`src/rtl/tdm_deser_ctrl.sv`:
```
// TDM serial front-end sequencer: bit ticks, frame sync, deserializer strobes.
// Optional SYNC_ERR_CNT_EN adds a saturating 8-bit sync-error counter.
module tdm_deser_ctrl #(
  parameter int WORD_LEN = 24,
  parameter int NUM_CH   = 2,
  parameter int CH_W     = 1,
  parameter int BCLK_DIV = 4
) (
  input  logic            i_clk,
  input  logic            i_rst,
  input  logic            i_start,
  input  logic            i_fsync,
  input  logic            i_sdata,
  output logic            o_des_en,
  output logic            o_des_din,
  output logic            o_des_din_valid,
  output logic [CH_W-1:0] ov_ch,
  output logic            o_busy,
  output logic            o_sync_err
`ifdef SYNC_ERR_CNT_EN
  ,
  output logic [7:0]      ov_err_cnt
`endif
);

  localparam int DW = (BCLK_DIV > 1) ? $clog2(BCLK_DIV) : 1;
  localparam int BW = (WORD_LEN > 1) ? $clog2(WORD_LEN) : 1;
  localparam logic [DW-1:0]   DIV_MAX = DW'(BCLK_DIV - 1);
  localparam logic [BW-1:0]   BIT_MAX = BW'(WORD_LEN - 1);
  localparam logic [CH_W-1:0] CH_MAX  = CH_W'(NUM_CH - 1);

  typedef enum logic [1:0] {
    IDLE,
    WAIT_SYNC,
    RUN
  } state_t;

  state_t          state, state_d;
  logic [DW-1:0]   div_cnt, div_d;
  logic [BW-1:0]   bit_cnt, bit_d;
  logic [CH_W-1:0] ch, ch_d;
  logic            en_d, din_d, vld_d, err_d;
  logic [CH_W-1:0] och_d;
  logic            tick, fstart, fwd;
  logic [BW-1:0]   fb;
  logic [CH_W-1:0] fc;

  assign tick   = (state != IDLE) && (div_cnt == DIV_MAX);
  assign fstart = (bit_cnt == '0) && (ch == '0);
  assign o_busy = (state != IDLE);

  // Next state, counters and next registered outputs.
  always_comb begin
    state_d = state;
    div_d   = div_cnt;
    bit_d   = bit_cnt;
    ch_d    = ch;
    en_d    = 1'b0;
    din_d   = o_des_din;
    vld_d   = 1'b0;
    och_d   = ov_ch;
    err_d   = 1'b0;
    fwd     = 1'b0;
    fb      = bit_cnt;
    fc      = ch;
    if (state != IDLE)
      div_d = tick ? '0 : div_cnt + 1'b1;
    if (!i_start) begin
      state_d = IDLE;
      div_d   = '0;
      bit_d   = '0;
      ch_d    = '0;
    end else begin
      unique case (state)
        IDLE: begin
          state_d = WAIT_SYNC;
          div_d   = '0;
        end
        WAIT_SYNC: begin
          if (tick && i_fsync) begin
            fwd     = 1'b1;
            fb      = '0;
            fc      = '0;
            state_d = RUN;
          end
        end
        RUN: begin
          if (tick) begin
            unique case (1'b1)
              (fstart && !i_fsync): begin
                err_d   = 1'b1;
                state_d = WAIT_SYNC;
                div_d   = '0;
              end
              (!fstart && i_fsync): begin
                err_d = 1'b1;
                fwd   = 1'b1;
                fb    = '0;
                fc    = '0;
              end
              default: fwd = 1'b1;
            endcase
          end
        end
        default: state_d = IDLE;
      endcase
      if (fwd) begin
        en_d  = 1'b1;
        din_d = i_sdata;
        och_d = fc;
        if (fb == BIT_MAX) begin
          vld_d = 1'b1;
          bit_d = '0;
          ch_d  = (fc == CH_MAX) ? '0 : fc + 1'b1;
        end else begin
          bit_d = fb + 1'b1;
          ch_d  = fc;
        end
      end
    end
  end

  // State, counters and output registers.
  always_ff @(posedge i_clk or posedge i_rst) begin
    if (i_rst) begin
      state           <= IDLE;
      div_cnt         <= '0;
      bit_cnt         <= '0;
      ch              <= '0;
      o_des_en        <= 1'b0;
      o_des_din       <= 1'b0;
      o_des_din_valid <= 1'b0;
      ov_ch           <= '0;
      o_sync_err      <= 1'b0;
    end else begin
      state           <= state_d;
      div_cnt         <= div_d;
      bit_cnt         <= bit_d;
      ch              <= ch_d;
      o_des_en        <= en_d;
      o_des_din       <= din_d;
      o_des_din_valid <= vld_d;
      ov_ch           <= och_d;
      o_sync_err      <= err_d;
    end
  end

`ifdef SYNC_ERR_CNT_EN
  // Saturating count of sync-error pulses.
  always_ff @(posedge i_clk or posedge i_rst) begin
    if (i_rst)
      ov_err_cnt <= '0;
    else if (err_d && (ov_err_cnt != 8'hFF))
      ov_err_cnt <= ov_err_cnt + 8'd1;
  end
`endif

endmodule

```
`config.mk`:
```
export PLATFORM = sky130hd
export DESIGN_NAME = tdm_deser_ctrl
export DESIGN_NICKNAME = d
export VERILOG_FILES = /design/src/rtl/tdm_deser_ctrl.sv
export SDC_FILE = /design/constraint.sdc
export NUM_CORES = 1
export LEC_CHECK = 0
export ABC_AREA = 1
export BUFFER_PORTS_ARGS = -buffer_cell sky130_fd_sc_hd__buf_2
export CORE_UTILIZATION = 35
export DETAILED_ROUTE_END_ITERATION = 6
export MAX_ROUTING_LAYER = met4
export SYNTH_ARGS = -nofsm -noshare
export SYNTH_HDL_FRONTEND = slang
export SYNTH_SLANG_ARGS = --single-unit
```
`constraint.sdc`:
```
create_clock -name i_clk -period 2.43 [get_ports i_clk]
set_input_delay 0 -clock i_clk [delete_from_list [all_inputs] [get_ports i_clk]]
set_output_delay 0 -clock i_clk [all_outputs]
set_load 0.02 [all_outputs]
```
==> impl_metrics.json <==
{
  "p_total_mw": 0.741,
  "netlist_top_cells_count": "nand2_1, inv_1, dfrtp_1, nand3_1, nor2_1",
  "cts_num_sinks": 15,
  "cts.htree.levels": 1,
  "yosys_register_bits": 15,
  "switchingPower_mw": 0.293,
  "netlist_area_sq_um": 910,
  "yosysTopAreaCellShare_pct": 41.3,
  "start_util_pct": 36.7,
  "cts.repair.resized": 0,
  "synthMostInstantiatedCell": "nand2_1",
  "ys.flop_type": "dfrtp_1",
  "routed_wl_microns": 1690,
  "max-cap-violations": 0,
  "cp.required_ps": 2600,
  "yosys.area.top_type": "dfrtp_1",
  "vias": 768,
  "cts_hold_buf": 2,
  "cts_setup_buffers": 0,
  "cts_tree": "built",
  "fp.dieArea_sq_um": 2810,
  "die_w_microns": 53.0,
  "antenna_cells": 0,
  "rsz0062_at_grt": "false",
  "synth_area_leaders": "dfrtp_1, nand2_1, ha_1, inv_1, nand3_1",
  "power.density_nw_per_um2": 720,
  "remaining_drc_errors": 0,
  "end_kind": "flop",
  "min_path_type": "in2reg",
  "place_congestion": 0.815,
  "crit_chain": "nor2_1, and3_1, inv_1, ha_1, nand3_1, nand2_1, nand3_2, nand2_1, inv_1, ha_1, nand3_1, nor2_2, nor2_2, nand2_1, nand2_1",
  "slowest_stage": "dfrtp_1",
  "clk_latency_ps": 280,
  "tightestPinTransition_ps": 546,
  "syn_to_final_growth_pct": 13.1,
  "ys_warn_count": 0,
  "fin_crit_sh_pct": 88.7,
  "avgSynthCellArea_sq_um": 7.71,
  "switching_share_pct": 39.6,
  "max_freq_mhz": 464,
  "grt_pass1_wl_microns": 2970,
  "clkSlewWorstSetupHoldPaths_ps": 80,
  "synth_edf_count": 0,
  "rows": 18,
  "cts_buffers": 3,
  "grt_pass1_vias": 726,
  "drive_gt1_share_pct": 15.8,
  "relSlewSlack_pct": 63.6,
  "antenna_found_initial": 0,
  "crit_path_start_kind": "flop",
  "status": "finished clean",
  "postRouteAntennaNets": 0,
  "dp_hpwl_microns": 1340,
  "seq_area_sq_um": 375,
  "ios": 11,
  "via_per_inst": 4.71,
  "cts_root_buf": "clkbuf_4",
  "cp.arrival_ps": 2330,
  "grt_overflow": 0,
  "drtIter0Drc": 7,
  "fin_skew_ps": 4.12,
  "async_flop_share_pct": 100,
  "crit_path_frequent_cell": "nand2_1",
  "clock_path_buffers": 2,
  "fillers": 265,
  "nNetsFinal": 146,
  "drv_slew": 0,
  "wl_per_cell_microns": 10.3,
  "port_buffers": 10,
  "setup_viol": 0,
  "power.share.sequential_pct": 39.2,
  "hold_viol_final": 0,
  "critical_path_class": "reg2reg",
  "max_stage_delay_ps": 420,
  "power.internal_mw": 0.448,
  "period_needed_ps": 2160,
  "peakVddDrop_mv": 0.460,
  "power_frac_comb_pct": 42.1,
  "clockPowerShare_pct": 18.8,
  "path_buf_inv": 2,
  "ys_seq_area_share_pct": 41.3,
  "core_area_sq_um": 2480,
  "dr.pass1.iters": 4,
  "grt_usage_pct": 15.4,
  "synth_nets": 130,
  "grt_start_max_net_pins": 16,
  "post_synth_num_cell_types": 20,
  "critical-path-top-delay-family": "simple AND/OR/NAND/NOR gates",
  "tns_ps": 0,
  "fp.dieH_microns": 53.0,
  "multiInputGateArea_sq_um": 444,
  "leakagePower_nw": 0.575,
  "synth_cells": 118,
  "path_max_fanout": 5
}
-- state kept, by name, summed over array words and instances, names as in the netlist --
signal	flops
bit_cnt	5
ov_ch	1
state	2
o_des_din	1
div_cnt	2
ch	1
o_sync_err	1
o_des_en	1
o_des_din_valid	1
-- power by group through the flow --
stage	logic [mW]	registers [mW]	clock network, mW
global placement	0.308	0.293	0
floorplan	0.259	0.292	0
detailed placement	0.310	0.295	0
finish	0.312	0.290	0.139
global route	0.352	0.293	0.162
CTS	0.314	0.290	0.145
-- tightest hold or removal path: cells and delay by family --
kind	cells	cell delay [ps]
AND/OR/NAND/NOR	2	120
buffers and inverters	1	160
-- logic make-up after synthesis --
kind of cell | after synthesis | share of synthesized area [%]
buffers and inverters | 20 | 9.90
adder cells (fa/ha/maj) | 7 | 9.63
AND/OR/NAND/NOR | 63 | 31.2
AO/OA/AOI/OAI | 13 | 7.98
flip-flops | 15 | 41.3
-- metal layers --
| metal | GRT usage [%] | routed length [microns] | up-vias |
|---|---|---|---|
| li1 | - | - | 402 |
| met1 | 18.4 | 814 | 340 |
| met2 | 24.3 | 746 | 21 |
| met3 | 1.72 | 76 | 5 |
| met4 | 10.5 | 48 | 0 |
| met5 | - | 0 | - |
-- worst paths after layout --
| path | slack, ps | depth (start not counted) | start | endpoint |
|---|---|---|---|---|
| worst max-delay path | 270 | 15 | bit_cnt[0] | ch |
| worst min-delay path | 30 | 3 | i_start | div_cnt[0] |
| worst max register to register | 270 | 15 | bit_cnt[0] | ch |
| worst min register to register | 490 | 2 | o_des_din | o_des_din |
| max in group asynchronous | 1770 | 3 | i_rst | div_cnt[1] |
| min in group asynchronous | 300 | 3 | i_rst | o_des_din |
-- metrics by stage --
| stage | instances | util, % | hold WS (ps) | setup slack (ps) | instance area [sq um] |
|---|---|---|---|---|---|
| final | 163 | 41.5 | 33.6 | 274 | 1030 |
| after global placement | 157 | 39.6 | 72.1 | 327 | 982 |
| after CTS | 163 | 41.5 | 25.8 | 268 | 1030 |
| after detailed placement | 157 | 39.6 | 78.3 | 281 | 982 |
| after global routing | 163 | 41.5 | 28.2 | 15.0 | 1030 |
| after floorplan | 118 | - | -98.5 | 411 | 910 |
-- final cells by class --
| class | instances | area share (%) |
|---|---|---|
| Inverter | 18 | 6.57 |
| Tap cell | 30 | 3.65 |
| Multi-Input combinational cell | 83 | 43.2 |
| Clock buffer | 4 | 2.55 |
| Sequential cell | 15 | 36.5 |
| Timing Repair Buffer | 13 | 7.54 |
-- layout by cell type, fill, tap and decap left out, types with 2 or more instances in the layout --
| cell type | Yosys | final |
|---|---|---|
| a21oi_1 | 5 | 5 |
| nor2_1 | 8 | 8 |
| dfrtp_1 | 15 | 15 |
| dlygate4sd3_1 | 0 | 2 |
| nand3_1 | 10 | 10 |
| buf_2 | 0 | 10 |
| nand3_2 | 2 | 2 |
| o21ai_1 | 2 | 2 |
| ha_1 | 7 | 7 |
| nand2_1 | 36 | 36 |
| inv_1 | 17 | 17 |
| clkbuf_4 | 0 | 3 |
| o21ai_0 | 4 | 4 |
| nor2_2 | 2 | 2 |
(Power assumes the default switching activity.)
